--- config.mk ---
export PLATFORM = sky130hd
export DESIGN_NAME = periph_write_initiator_flat
export DESIGN_NICKNAME = d
export VERILOG_FILES = /design/src/rtl/periph_write_initiator_pkg.sv /design/src/rtl/periph_write_initiator_if.sv /design/src/rtl/periph_wr_timeout.sv /design/src/rtl/periph_write_initiator.sv /design/src/flat_wrapper.sv
export SDC_FILE = /design/constraint.sdc
export NUM_CORES = 1
export LEC_CHECK = 0
export ABC_AREA = 1
export BUFFER_PORTS_ARGS = -buffer_cell sky130_fd_sc_hd__buf_2
export CAP_MARGIN = 20
export CORE_ASPECT_RATIO = 1.1
export CORE_MARGIN = 1.5
export CORE_UTILIZATION = 43
export CTS_BUF_LIST = sky130_fd_sc_hd__clkbuf_8
export DETAILED_ROUTE_END_ITERATION = 8
export PLACE_DENSITY = 0.79
export SLEW_MARGIN = 40
export SYNTH_ARGS = -nofsm -noshare
export SYNTH_HDL_FRONTEND = slang
export SYNTH_SLANG_ARGS = --single-unit
export TNS_END_PERCENT = 10
--- constraint.sdc ---
create_clock -name ACLK -period 1.55 [get_ports ACLK]
set_input_delay 0.2325 -clock ACLK [delete_from_list [all_inputs] [get_ports ACLK]]
set_output_delay 0.2325 -clock ACLK [all_outputs]
set_load 0.01 [all_outputs]
--- src/rtl/periph_write_initiator_pkg.sv ---
// Shared widths, FSM encodings and request payload for the peripheral write initiator.
package periph_write_initiator_pkg;

  localparam int unsigned ADDR_W = 64;
  localparam int unsigned DATA_W = 64;
  localparam int unsigned STRB_W = 4;

  localparam logic [1:0] ST_IDLE  = 2'd0;
  localparam logic [1:0] ST_ISSUE = 2'd1;
  localparam logic [1:0] ST_WAIT  = 2'd2;
  localparam logic [1:0] ST_RESP  = 2'd3;

  // Registered request as presented to the peripheral (window-relative offset).
  typedef struct packed {
    logic [ADDR_W-1:0] offset;
    logic [DATA_W-1:0] data;
    logic [STRB_W-1:0] strb;
  } wr_req_t;

  // base <= addr < base + size, written so base + size can never overflow.
  function automatic logic win_hit(input logic [ADDR_W-1:0] addr,
                                   input logic [ADDR_W-1:0] base,
                                   input logic [ADDR_W-1:0] size);
    return (addr >= base) && ((addr - base) < size);
  endfunction

endpackage

--- src/rtl/periph_write_initiator_if.sv ---
// Core-side write request/response channel of the peripheral write initiator.
interface periph_write_initiator_if;
  import periph_write_initiator_pkg::*;

  logic              CoreWriteValid;
  logic              CoreWriteReady;
  logic [ADDR_W-1:0] CoreWriteAddr;
  logic [DATA_W-1:0] CoreWriteData;
  logic [STRB_W-1:0] CoreWriteStrb;
  logic              CoreRespValid;
  logic              CoreRespErr;

  modport master (
    output CoreWriteValid, CoreWriteAddr, CoreWriteData, CoreWriteStrb,
    input  CoreWriteReady, CoreRespValid, CoreRespErr
  );

  modport slave (
    input  CoreWriteValid, CoreWriteAddr, CoreWriteData, CoreWriteStrb,
    output CoreWriteReady, CoreRespValid, CoreRespErr
  );

endinterface

--- src/rtl/periph_wr_timeout.sv ---
// Counts WAIT cycles and flags the cycle on which the count reaches TIMEOUT.
module periph_wr_timeout #(
  parameter int unsigned TIMEOUT = 16
) (
  input  logic ACLK,
  input  logic ARESETn,
  input  logic clear,
  input  logic enable,
  output logic expired
);

  localparam int unsigned LIMIT = (TIMEOUT == 0) ? 1 : TIMEOUT;
  localparam int unsigned CNT_W = $clog2(LIMIT + 1);
  localparam logic [CNT_W-1:0] LAST = CNT_W'(LIMIT - 1);
  localparam logic [CNT_W-1:0] SAT  = CNT_W'(LIMIT);

  logic [CNT_W-1:0] cnt_q;

  always_ff @(posedge ACLK) begin
    if (!ARESETn) begin
      cnt_q <= '0;
    end else if (clear) begin
      cnt_q <= '0;
    end else if (enable && (cnt_q != SAT)) begin
      cnt_q <= cnt_q + CNT_W'(1);
    end
  end

  // High during the WAIT cycle whose completion brings the count to TIMEOUT.
  assign expired = enable && (cnt_q == LAST);

endmodule

--- src/rtl/periph_write_initiator.sv ---
// Single-outstanding write initiator: decodes a core write against a peripheral
// window, drives the peripheral strobe until acknowledge or timeout, then responds.
module periph_write_initiator
  import periph_write_initiator_pkg::*;
#(
  parameter logic [ADDR_W-1:0] BASE_ADDR = 64'h0000_0000,
  parameter logic [ADDR_W-1:0] WIN_SIZE  = 64'h0000_0010,
  parameter int unsigned       TIMEOUT   = 16
) (
  input  logic                    ACLK,
  input  logic                    ARESETn,
  periph_write_initiator_if.slave core,
  output logic [ADDR_W-1:0]       WriteAddr,
  output logic [DATA_W-1:0]       WriteData,
  output logic                    WriteEnable,
  output logic [STRB_W-1:0]       WriteStrb,
  input  logic                    SlaverWriteReady
);

  logic [1:0] state_q, state_d;
  wr_req_t    req_q, req_d;
  logic       we_q, we_d;
  logic       rv_q, rv_d;
  logic       re_q, re_d;
  logic       handshake;
  logic       hit;
  logic       tmo_expired;
  logic       in_wait;

  assign core.CoreWriteReady = ARESETn && (state_q == ST_IDLE);
  assign handshake           = core.CoreWriteValid && core.CoreWriteReady;
  assign hit                 = win_hit(core.CoreWriteAddr, BASE_ADDR, WIN_SIZE);
  assign in_wait             = (state_q == ST_WAIT);

  periph_wr_timeout #(
    .TIMEOUT (TIMEOUT)
  ) u_timeout (
    .ACLK    (ACLK),
    .ARESETn (ARESETn),
    .clear   (!in_wait),
    .enable  (in_wait),
    .expired (tmo_expired)
  );

  // Next state; registered outputs are derived from the state being entered.
  always_comb begin
    state_d = state_q;
    req_d   = req_q;
    re_d    = 1'b0;
    case (state_q)
      ST_IDLE: begin
        if (handshake) begin
          if (hit) begin
            state_d      = ST_ISSUE;
            req_d.offset = core.CoreWriteAddr - BASE_ADDR;
            req_d.data   = core.CoreWriteData;
            req_d.strb   = core.CoreWriteStrb;
          end else begin
            state_d = ST_RESP;
            re_d    = 1'b1;
          end
        end
      end
      // Acknowledge is not looked at here so a ready left high from before is ignored.
      ST_ISSUE: state_d = ST_WAIT;
      ST_WAIT: begin
        if (SlaverWriteReady) begin
          state_d = ST_RESP;
        end else if (tmo_expired) begin
          state_d = ST_RESP;
          re_d    = 1'b1;
        end
      end
      ST_RESP: state_d = ST_IDLE;
      default: state_d = ST_IDLE;
    endcase
    we_d = (state_d == ST_ISSUE) || (state_d == ST_WAIT);
    rv_d = (state_d == ST_RESP);
  end

  always_ff @(posedge ACLK) begin
    if (!ARESETn) begin
      state_q <= ST_IDLE;
      req_q   <= '0;
      we_q    <= 1'b0;
      rv_q    <= 1'b0;
      re_q    <= 1'b0;
    end else begin
      state_q <= state_d;
      req_q   <= req_d;
      we_q    <= we_d;
      rv_q    <= rv_d;
      re_q    <= re_d;
    end
  end

  assign WriteAddr          = req_q.offset;
  assign WriteData          = req_q.data;
  assign WriteStrb          = req_q.strb;
  assign WriteEnable        = we_q;
  assign core.CoreRespValid = rv_q;
  assign core.CoreRespErr   = re_q;

  // Completion is always a single-cycle pulse.
  resp_single_pulse: assert property (@(posedge ACLK) disable iff (!ARESETn)
    core.CoreRespValid |=> !core.CoreRespValid);

endmodule

--- src/flat_wrapper.sv ---
// flat-port wrapper written by rule: the top's interface ports become plain ports
module periph_write_initiator_flat import periph_write_initiator_pkg::*;
#(
  parameter logic [ADDR_W-1:0] BASE_ADDR = 64'h0000_0000,
  parameter logic [ADDR_W-1:0] WIN_SIZE  = 64'h0000_0010,
  parameter int unsigned       TIMEOUT   = 16
)
  (ACLK, ARESETn, WriteAddr, WriteData, WriteEnable, WriteStrb, SlaverWriteReady, core_CoreWriteValid, core_CoreWriteAddr, core_CoreWriteData, core_CoreWriteStrb, core_CoreWriteReady, core_CoreRespValid, core_CoreRespErr);
  periph_write_initiator_if core_i ();
  input  logic ACLK;
  input  logic ARESETn;
  output logic [ADDR_W-1:0] WriteAddr;
  output logic [DATA_W-1:0] WriteData;
  output logic WriteEnable;
  output logic [STRB_W-1:0] WriteStrb;
  input  logic SlaverWriteReady;
  input wire logic [$bits(core_i.CoreWriteValid)-1:0] core_CoreWriteValid;
  input wire logic [$bits(core_i.CoreWriteAddr)-1:0] core_CoreWriteAddr;
  input wire logic [$bits(core_i.CoreWriteData)-1:0] core_CoreWriteData;
  input wire logic [$bits(core_i.CoreWriteStrb)-1:0] core_CoreWriteStrb;
  output wire logic [$bits(core_i.CoreWriteReady)-1:0] core_CoreWriteReady;
  output wire logic [$bits(core_i.CoreRespValid)-1:0] core_CoreRespValid;
  output wire logic [$bits(core_i.CoreRespErr)-1:0] core_CoreRespErr;
  assign core_i.CoreWriteValid = core_CoreWriteValid;
  assign core_i.CoreWriteAddr = core_CoreWriteAddr;
  assign core_i.CoreWriteData = core_CoreWriteData;
  assign core_i.CoreWriteStrb = core_CoreWriteStrb;
  assign core_CoreWriteReady = core_i.CoreWriteReady;
  assign core_CoreRespValid = core_i.CoreRespValid;
  assign core_CoreRespErr = core_i.CoreRespErr;
  periph_write_initiator #(.BASE_ADDR(BASE_ADDR), .WIN_SIZE(WIN_SIZE), .TIMEOUT(TIMEOUT)) u_core (.ACLK(ACLK), .ARESETn(ARESETn), .core(core_i), .WriteAddr(WriteAddr), .WriteData(WriteData), .WriteEnable(WriteEnable), .WriteStrb(WriteStrb), .SlaverWriteReady(SlaverWriteReady));
endmodule
==> run metrics, run 1 <==
Synth Area per Inst 7.008 um2; final setup fails 79; Die Wd 110.2 um; DP HPWL 8.821 mm; layout cell share with drive strength beyond 1 0.3386; worst r2r src u_core.state_q[1]$_SDFF_PN0_; synthesized netlist cell count 775; clk sinks 142; YS warnings 0; critical path launch point type register; Max Cap Viol 0; Routed Antenna Nets 0; Max FO, Critical Path 9; initial antenna violation count 0; largest cells by area after synthesis dfxtp_1 52%, nor2_1 13%, nand2_1 12%; Pwr Density 868.2 nW/um2; mean routed wirelength per cell 12.88 um; min-delay src core_CoreWriteData[9]; CTS tree done; Slew HR 0.5544; routability cong. 0.7650; Worst EP required 1.92 ns; crit end category register; WS Path Type reg -> reg; Die ar. 13320 um2; Mapped Nets 918; port bufs 271; Synth top area share 0.5234; Final Hold Vio Count 0; dpl cell area 7022 um2; Synth Flop Type dfxtp_1; clock skew 0.01453 ns; fillers 924; core box area 12190 um2; Worst-path clk slew 0.09 ns; I/O pins 272; initial drt markers 375; via count 5808; crit path from u_core.state_q[1]$_SDFF_PN0_; violated checks negative setup slack; Min Clock Period, post-route 1.650 ns; Residual DRC 0; H-tree Lvls 4; measured slew at the worst slew-check pin 0.6685 ns; Initial Util 0.4455; total wire length 16.59 mm; Final WS setup -0.1001 ns; unrepaired setup endpoints after global routing yes; drt via density 4.509; row cnt 42; largest net degree at the start of global routing 137; CTS Root Cell clkbuf_8; Worst EP arrival 2.02 ns; cell breakdown of the critical path inv_2, ha_4, nand2_2, inv_2, nand2_2, inv_2, nand3_4, buf_12, buf_12, buf_8, nand2_2, nand2_1, nor2_1; max incr delay on CP 0.33 ns; Cell variety after synth 18; cts bufs inserted 17; Max VDD drop 0.0007177 V; status finished, violations left; Net count, final 1264; leakage 0.005114 uW; Peak Freq 606.0 MHz; drt pass-1 iters 5; Layout area overhead 56.71%; Fin Setup TNS -2.499 ns; Final Max Tran Viols 0; worst skew pair latency 0.44 ns; Synth Cell Area 5431 um2; Design Area, Final 8512 um2; Final Cycle Share 1.065; Max Root-Sink Buffers 2; Die H 120.9 um; cell taking the most area after synthesis dfxtp_1; first-pass GRT wire length 22.99 mm; register bit total from synthesis 142; Seq/Total Area, Yosys 0.5234; Total GRT Usage 0.2198; vias in the first global route 5309; Post-synth EDFFs 0; Slowest-stage cell, CP dfxtp_2; FFs w/ async S/R, synth 0; Ant. Diodes 0; GR Overflow Total 0; Min-Delay Path Class in -> reg; top-count cell post-synth nor2_1; Post-synth top cells 184 x nor2_1, 178 x nand2_1, 148 x inv_1, 142 x dfxtp_1, 60 x nand3_1
logic make-up (layout without fill, tap and decap cells):
| family | count (synthesis) | in the layout | share of synthesized area |
|---|---|---|---|
| AND/OR/NAND/NOR | 427 | 427 | 0.3119 |
| AO/OA/AOI/OAI | 14 | 14 | 0.01359 |
| adder cells (fa/ha/maj) | 7 | 7 | 0.01612 |
| buffers and inverters | 185 | 544 | 0.1350 |
| flip-flops | 142 | 142 | 0.5234 |
layer usage:
layer  up-vias  share of wire  track usage
li1       2949              -            -
met1      2529           0.36       0.2153
met2       273           0.51       0.4002
met3        57          0.083      0.06874
met4         0          0.042       0.1250
met5         -              0            0
registers in the layout, summed over array words and instances, names as in the netlist:
signal	flops
u_core.state_q	2
u_core.WriteAddr	64
u_core.WriteEnable	1
u_core.WriteStrb	4
u_core.core.CoreRespValid	1
u_core.WriteData	64
u_core.core.CoreRespErr	1
u_core.u_timeout.cnt_q	5
worst max-delay path: cells and delay by family (launching register included):
family / cells / cell delay (ns)
buf+inv: 6 / 0.65
simple gates: 6 / 0.47
flops: 1 / 0.33
fa+ha+maj: 1 / 0.13
where the power goes:
| part | switching [uW] | internal, uW |
|---|---|---|
| sequential | 17.8 | 3680 |
| combinational | 326 | 379 |
| clock | 1630 | 1350 |
worst paths after layout:
kind	depth (start not counted)	slack [ns]	end
worst min register to register	2	0.45	u_core.WriteAddr[12]$_SDFFE_PN0P_
worst max register to register	13	-0.10	u_core.WriteData[60]$_SDFFE_PN0P_
worst min-delay path	3	0.02	u_core.WriteData[9]$_SDFFE_PN0P_
worst max-delay path	13	-0.10	u_core.WriteData[60]$_SDFFE_PN0P_
layout by cell type (no fill, tap or decap), types with 5 or more instances in the layout:
| cell | instances |
|---|---|
| buf_2 | 269 |
| nor2_1 | 167 |
| nand2_1 | 159 |
| inv_1 | 144 |
| dfxtp_1 | 138 |
| dlygate4sd3_1 | 61 |
| nand3_1 | 60 |
| nand2_2 | 17 |
| clkbuf_8 | 17 |
| nor2_2 | 15 |
| a21oi_1 | 9 |
| buf_6 | 8 |
| buf_4 | 8 |
| clkbuf_16 | 7 |
| buf_8 | 5 |
layout make-up:
cell class              count  area (um2)  area share
flip-flops and latches    142        2848      0.3346
multi-input cells         448        2018      0.2371
well taps                 154       192.7     0.02264
clock buffers              17       234.0     0.02749
inverters                 148       555.5     0.06527
repair buffers            364        2492      0.2928
clock inverters            15       171.4     0.02014
what timing repair did:
action,in CTS,in global routing
endpoints found under the setup margin,83,133
resized for setup,13,57
gates cloned,0,8
pin swaps,4,18
endpoints found under the hold margin,60,1
setup buffers,0,4
hold buffers,60,1
per-stage QoR:
step	total power (uW)	utilization	hold slack (ns)	worst slack [ns]	cells
after detailed placement	4301	0.5759	0.4427	-0.2174	1184
after global routing	7730	0.6982	-0.005097	-0.1839	1288
after global placement	4297	0.5759	0.4369	-0.1634	1184
final	7390	0.6982	0.01556	-0.1001	1288
after floorplan	4024	-	0.3674	-0.03430	775
after CTS	7389	0.6625	0.0001589	-0.07635	1276
Power figures use the tool's default switching activity.
==> inputs of run 2 (changes only) <==
CELL_PAD_IN_SITES_DETAIL_PLACEMENT = 1   (was unset)
CELL_PAD_IN_SITES_GLOBAL_PLACEMENT = 2   (was unset)
CORE_UTILIZATION = 21   (was 43)
PLACE_DENSITY = unset   (was 0.79)
PLACE_DENSITY_LB_ADDON = 0.1   (was unset)
==> run 2 against run 1 <==
Largest power group unchanged. Critical endpoint is now u_core.WriteEnable$_SDFF_PN0_. Sequential share of layout area fell by 1.3 points. Cell count rose by 16%. The flow still finishes with violations (negative setup slack). Critical path type unchanged. Register-to-register slack improved by 0.06 ns. Worst setup slack improved by 0.061 ns.
==> run metrics, run 2 (synthesis gave the netlist of run 1 again) <==
status finished, violations left (unchanged); violated checks negative setup slack (unchanged); initial antenna violation count 0 (unchanged); Layout area overhead 62.98% (was 56.71%); Die H 171.7 um (was 120.9 um); GRT met3 Usage 0.05518 (was 0.06874); GR Overflow Total 0 (unchanged); Initial Util 0.2143 (was 0.4455); Min Clock Period, post-route 1.589 ns (was 1.650 ns); vias in the first global route 5572 (was 5309); hold_ws 0.03639 ns (was 0.01556 ns); routability cong. 0.6684 (was 0.7650); CTS Root Cell clkbuf_8 (unchanged); GR Util met1 0.1574 (was 0.2153); Die ar. 26840 um2 (was 13320 um2); Final Cycle Share 1.025 (was 1.065); core box area 25340 um2 (was 12190 um2); Min-Delay Path Class in -> reg (unchanged); commonest cells after routing, fill and taps aside 269 x buf_2, 161 x nand2_1, 150 x nor2_1 (was 269 x buf_2, 167 x nor2_1, 159 x nand2_1); Worst-path clk slew 0.09 ns (about the same); Final Hold Vio Count 0 (unchanged); Pwr Density 849.4 nW/um2 (was 868.2 nW/um2); CTS tree done (unchanged); unrepaired setup endpoints after global routing yes (unchanged); clk sinks 142 (unchanged); Layout Utilization 0.3493 (was 0.6982); Final WS setup -0.03864 ns (was -0.1001 ns); Max FO, Critical Path 2 (was 9); Post-Place Setup Slack -0.2005 ns (was -0.2174 ns); WS Path Type reg -> reg (unchanged); worst skew pair latency 0.46 ns (was 0.44 ns); H-tree Lvls 4 (unchanged); via count 5668 (was 5808); largest net degree at the start of global routing 78 (was 137); Max VDD drop 0.0003864 V (was 0.0007177 V); total wire length 18.75 mm (was 16.59 mm); drt pass-1 iters 4 (was 5); Routed Antenna Nets 0 (unchanged); Max Root-Sink Buffers 2 (unchanged); commonest non-fill, non-tap cell in the layout buf_2 (unchanged); Ant. Diodes 0 (unchanged); first-pass GRT wire length 28.12 mm (was 22.99 mm); Total GRT Usage 0.1354 (was 0.2198); Worst EP arrival 1.94 ns (was 2.02 ns); Slew HR 0.7421 (was 0.5544); final setup fails 11 (was 79); leakage 0.005124 uW (was 0.005114 uW); DP HPWL 11.62 mm (was 8.821 mm); grt peak-use layer met2 (unchanged); layout cell share with drive strength beyond 1 0.3511 (was 0.3386); Die Wd 156.3 um (was 110.2 um); clock skew 0.01715 ns (was 0.01453 ns); critical path launch point type register (unchanged); cts bufs inserted 17 (unchanged); Fin Setup TNS -0.09097 ns (was -2.499 ns); Peak Freq 629.5 MHz (was 606.0 MHz); crit end category register (unchanged); Final Max Tran Viols 0 (unchanged); measured slew at the worst slew-check pin 0.3868 ns (was 0.6685 ns); met2 Usage GRT 0.2292 (was 0.4002); port bufs 271 (unchanged); I/O pins 272 (unchanged); Post-Layout Cell Count 1488 (was 1288); mean routed wirelength per cell 12.60 um (was 12.88 um); initial drt markers 194 (was 375); Residual DRC 0 (unchanged); Worst EP required 1.90 ns (was 1.92 ns); drt via density 3.809 (was 4.509); row cnt 61 (was 42); Inst Count DP 1372 (was 1184); Net count, final 1272 (was 1264); Max Cap Viol 0 (unchanged)
run 2: worst max-delay path: stages, from the launching register on:
cell	delay (ns)
dfxtp_2	0.34
ha_4	0.17
nand2_4	0.06
nor2_2	0.04
ha_2	0.18
o311ai_4	0.22
nand2_1	0.10
ha_1	0.29
nand2_1	0.06
inv_1	0.04
run 2: layout make-up:
class	count	area, um2
Multi-Input combinational cell	448	2085
Tap cell	346	432.9
Fill cell	3232	16490
Inverter	148	555.5
Clock inverter	15	173.9
Timing Repair Buffer	372	2524
Sequential cell	142	2848
Clock buffer	17	234.0
run 2: path summary, 6_finish.rpt:
kind	startpoint	end	slack [ns]	cells after the start
setup reg to reg	u_core.u_timeout.cnt_q[1]$_SDFFE_PN0P_	u_core.WriteEnable$_SDFF_PN0_	-0.04	9
setup / recovery	u_core.u_timeout.cnt_q[1]$_SDFFE_PN0P_	u_core.WriteEnable$_SDFF_PN0_	-0.04	9
hold / removal	core_CoreWriteData[8]	u_core.WriteData[8]$_SDFFE_PN0P_	0.04	3
hold reg to reg	u_core.WriteAddr[31]$_SDFFE_PN0P_	u_core.WriteAddr[31]$_SDFFE_PN0P_	0.45	2
run 2: report_power, final:
group / leakage [uW] / internal, uW / total [uW] / switching, uW
registers: 0.00115 / 3680 / 3700 / 18.6
clock network: 0.000191 / 1220 / 3020 / 1800
logic: 0.00379 / 439 / 794 / 355
run 2: per-layer routing:
layer  wire length, um  vias up
met3              1485        9
met2              8818      163
met5                 0        -
met1              8330     2532
li1                  -     2964
met4               113        0
run 2: what timing repair did:
action | in CTS | in global routing
resized for setup | 25 | 60
buffers inserted | 5 | 2
endpoints found under the setup margin | 111 | 130
pin swaps | 8 | 18
cloned | 5 | 4
hold buffers | 71 | 0
hold endpoints to repair | 71 | 0
run 2: through the flow:
step,area [um2],total power [uW]
4_1_cts,8611,7656
6_report,8852,7519
3_5_place_dp,7232,4378
2_1_floorplan,5463,4024
5_1_grt,8852,7939
3_3_place_gp,7232,4376
==> inputs of run 3 (changes only) <==
--- a/config.mk
+++ b/config.mk
@@ -14,3 +14,3 @@
 export CORE_MARGIN = 1.5
-export CORE_UTILIZATION = 21
+export CORE_UTILIZATION = 22
 export CTS_BUF_LIST = sky130_fd_sc_hd__clkbuf_8
@@ -21,3 +21,3 @@
 export SYNTH_HDL_FRONTEND = slang
+export SYNTH_HIERARCHICAL = 1
 export SYNTH_SLANG_ARGS = --single-unit
-export TNS_END_PERCENT = 10
--- a/constraint.sdc
+++ b/constraint.sdc
@@ -3,2 +3,2 @@
 set_output_delay 0.2325 -clock ACLK [all_outputs]
-set_load 0.01 [all_outputs]
+set_load 0.005 [all_outputs]
==> run 3 against run 2 <==
The flow still finishes with violations (negative setup slack). Register-to-register slack is essentially flat. Critical path depth up 2. Core utilization about the same. Power increased by 3.9%. Cell count up 9.6%. Via count up 14%. Routed wire length up 24%. Global-route usage up 1.3 points. Flip-flop and latch count did not move. Largest power group unchanged. Cell area increased by 9.5%. Clock skew decreased by 0.0012 ns.
==> run metrics, run 3 <==
leakage 0.005021 uW (was 0.005124 uW); final setup fails 1 (was 11); max incr delay on CP 0.35 ns (was 0.34 ns); Residual DRC 0 (unchanged); Max VDD drop 0.0004868 V (was 0.0003864 V); layout cell share with drive strength beyond 1 0.4111 (was 0.3511); Net count, final 1394 (was 1272); commonest cells after routing, fill and taps aside 270 x buf_2, 196 x inv_1, 173 x nand2_1 (was 269 x buf_2, 161 x nand2_1, 150 x nor2_1); worst r2r src u_core/u_timeout/cnt_q[1]$_SDFFE_PP0P_ (was u_core.u_timeout.cnt_q[1]$_SDFFE_PN0P_); worst skew pair latency 0.46 ns (about the same); Max Root-Sink Buffers 2 (unchanged); top-count cell post-synth nand2_1 (was nor2_1); Mapped Nets 1092 (was 918); critical path launch point type register (unchanged); Post-synth top cells 244 x nand2_1, 231 x inv_1, 179 x nor2_1, 142 x dfxtp_1, 72 x nand4_1 (was 184 x nor2_1, 178 x nand2_1, 148 x inv_1, 142 x dfxtp_1, 60 x nand3_1); Worst-path clk slew 0.10 ns (was 0.09 ns); Die ar. 29280 um2 (was 26840 um2); total wire length 23.33 mm (was 18.75 mm); largest cells by area after synthesis dfxtp_1 46%, nand2_1 15%, inv_1 14% (was dfxtp_1 52%, nor2_1 13%, nand2_1 12%); largest family of logic cells by synthesized area simple AND/OR/NAND/NOR gates (unchanged); r2r setup slk -0.03 ns (was -0.04 ns); Post-Synth Adder-Cell Area 0.01207 (was 0.01613); cell taking the most area after synthesis dfxtp_1 (unchanged); core box area 27790 um2 (was 25340 um2); GR Overflow Total 0 (unchanged); mean routed wirelength per cell 14.31 um (was 12.60 um); crit path from u_core/u_timeout/cnt_q[1]$_SDFFE_PP0P_ (was u_core.u_timeout.cnt_q[1]$_SDFFE_PN0P_); H-tree Lvls 4 (unchanged); Synth Flop Type dfxtp_1 (unchanged); Seq/Total Area, Yosys 0.4572 (was 0.5234); commonest non-fill, non-tap cell in the layout buf_2 (unchanged); Min Clock Period, post-route 1.576 ns (was 1.589 ns); initial drt markers 229 (was 194); WS Path Type reg -> reg (unchanged); Final Hold Vio Count 0 (unchanged); Slew HR 0.7292 (was 0.7421); clk sinks 142 (unchanged); status finished, violations left (unchanged); Slowest-stage cell, CP dfxtp_2 (unchanged); CTS Root Cell clkbuf_8 (unchanged); Cell variety after synth 22 (was 18); Final Cycle Share 1.017 (was 1.025); Die Wd 163.3 um (was 156.3 um); Synth Cell Area 6217 um2 (was 5431 um2); port bufs 271 (unchanged); YS warnings 6 (was 0); Worst EP arrival 1.97 ns (was 1.94 ns); hold_ws 0.07953 ns (was 0.03639 ns); Final Max Tran Viols 0 (unchanged); measured slew at the worst slew-check pin 0.4062 ns (was 0.3868 ns); Final WS setup -0.02641 ns (was -0.03864 ns); Layout area overhead 55.93% (was 62.98%); vias in the first global route 6160 (was 5572); synthesized netlist cell count 950 (was 775); clock skew 0.01596 ns (was 0.01715 ns); Design Area, Final 9694 um2 (was 8852 um2); Synth Area per Inst 6.544 um2 (was 7.008 um2); I/O pins 272 (unchanged); cell breakdown of the critical path ha_4, nand2_2, nor2_2, ha_2, nand2_2, inv_2, o31ai_4, nand2_2, ha_4, nand2_2, inv_2 (was ha_4, nand2_4, nor2_2, ha_2, o311ai_4, nand2_1, ha_1, nand2_1, inv_1); Worst EP required 1.95 ns (was 1.90 ns); r2r endpoint u_core/WriteEnable$_SDFF_PN0_ (was u_core.WriteEnable$_SDFF_PN0_); register bit total from synthesis 142 (unchanged); row cnt 64 (was 61); via count 6456 (was 5668); Peak Freq 634.4 MHz (was 629.5 MHz); reg2reg path depth 11 (was 9); Pwr Density 805.6 nW/um2 (was 849.4 nW/um2); compound-cell area share of the yosys netlist 0.009056 (was 0.01359); Post-Synth Simple-Gate Area 0.3399 (was 0.3119); Max Cap Viol 0 (unchanged); Critical Path Sink u_core/WriteEnable$_SDFF_PN0_ (was u_core.WriteEnable$_SDFF_PN0_); Post-synth EDFFs 0 (unchanged); Routed Antenna Nets 0 (unchanged); routability cong. 0.7001 (was 0.6684); initial antenna violation count 2 (was 0); largest net degree at the start of global routing 77 (was 78); Die H 179.3 um (was 171.7 um); drt pass-1 iters 4 (unchanged); Synth top area share 0.4572 (was 0.5234); Total GRT Usage 0.1485 (was 0.1354); first-pass GRT wire length 33.58 mm (was 28.12 mm); CTS tree done (unchanged); Min-Delay Path Class in -> reg (unchanged); drt via density 3.958 (was 3.809); Most common cell on crit path nand2_2 (was nand2_1); Fin Setup TNS -0.02641 ns (was -0.09097 ns); crit end category register (unchanged); violated checks negative setup slack (unchanged); XOR/XNOR share of the synthesized area 0 (unchanged); FFs w/ async S/R, synth 0 (unchanged); dpl cell area 8325 um2 (was 7232 um2); mux cell area share after synthesis 0 (unchanged); cts bufs inserted 17 (unchanged); Max FO, Critical Path 2 (unchanged); unrepaired setup endpoints after global routing yes (unchanged); Initial Util 0.2237 (was 0.2143); DP HPWL 15.20 mm (was 11.62 mm)
[run 3: worst max-delay path, delay by kind of cell, from the launching register on]
kind / cells / cell delay, ns
and+or+nand+nor: 5 / 0.29
AOI/OAI and AO/OA: 1 / 0.20
DFF: 1 / 0.35
adders and majority gates: 3 / 0.59
buffers and inverters: 2 / 0.10
[run 3: cell type report]
class	instances	area, um2
Fill cell	3533	18090
Sequential cell	142	2848
Clock inverter	15	191.4
Tap cell	363	454.2
Multi-Input combinational cell	521	2778
Inverter	234	885.9
Clock buffer	17	234.0
Antenna cell	3	7.507
Timing Repair Buffer	336	2296
[run 3: cells by family (layout without fill, tap and decap cells)]
group	Yosys count	after routing
buf+inv	287	602
compound gates	10	10
other cells	0	3
simple gates	505	505
fa+ha+maj	6	6
flops	142	142
[run 3: how the worst min path moves through the flow]
stage / from / endpoint / slack, ns / depth (start not counted)
floorplan: SlaverWriteReady / u_core/core.CoreRespErr$_SDFF_PN0_ / 0.40 / 3
global placement: u_core/WriteAddr[5]$_SDFFE_PN0P_ / u_core/WriteAddr[5]$_SDFFE_PN0P_ / 0.42 / 2
detailed placement: u_core/WriteAddr[43]$_SDFFE_PN0P_ / u_core/WriteAddr[43]$_SDFFE_PN0P_ / 0.43 / 2
CTS: SlaverWriteReady / u_core/core.CoreRespErr$_SDFF_PN0_ / 0.04 / 4
global route: SlaverWriteReady / u_core/core.CoreRespErr$_SDFF_PN0_ / 0.08 / 4
finish: SlaverWriteReady / u_core/core.CoreRespErr$_SDFF_PN0_ / 0.08 / 4
[run 3: through the flow]
step	total power, uW	util	std cells	worst slack (ns)
6_report	7809	0.3489	1631	-0.02641
2_1_floorplan	4113	-	950	0.0007542
3_5_place_dp	4490	0.2996	1572	-0.1415
3_3_place_gp	4491	0.2996	1572	-0.1215
5_1_grt	8215	0.3487	1629	-0.1261
4_1_cts	7922	0.3188	1607	-0.1247
[run 3: timing repair]
item	CTS	global route
hold buffers	0	0
pin swaps	8	57
gates resized for setup	15	179
buffers inserted	1	8
endpoints found under the setup margin	30	135
endpoints found under the hold margin	0	0
gates cloned	2	14
[run 3: layer usage]
| layer | track usage | vias up | wire [um] |
|---|---|---|---|
| met4 | 0.04472 | 0 | 297 |
| li1 | - | 3369 | - |
| met1 | 0.1795 | 2929 | 9886 |
| met2 | 0.2530 | 137 | 11790 |
| met5 | 0 | - | 0 |
| met3 | 0.04418 | 21 | 1359 |
[run 3: power breakdown]
part | total, uW | internal (uW) | switching (uW)
clock network | 3320 | 1520 | 1800
registers | 3680 | 3670 | 13.1
logic | 804 | 386 | 418
total | 7810 | 5580 | 2230
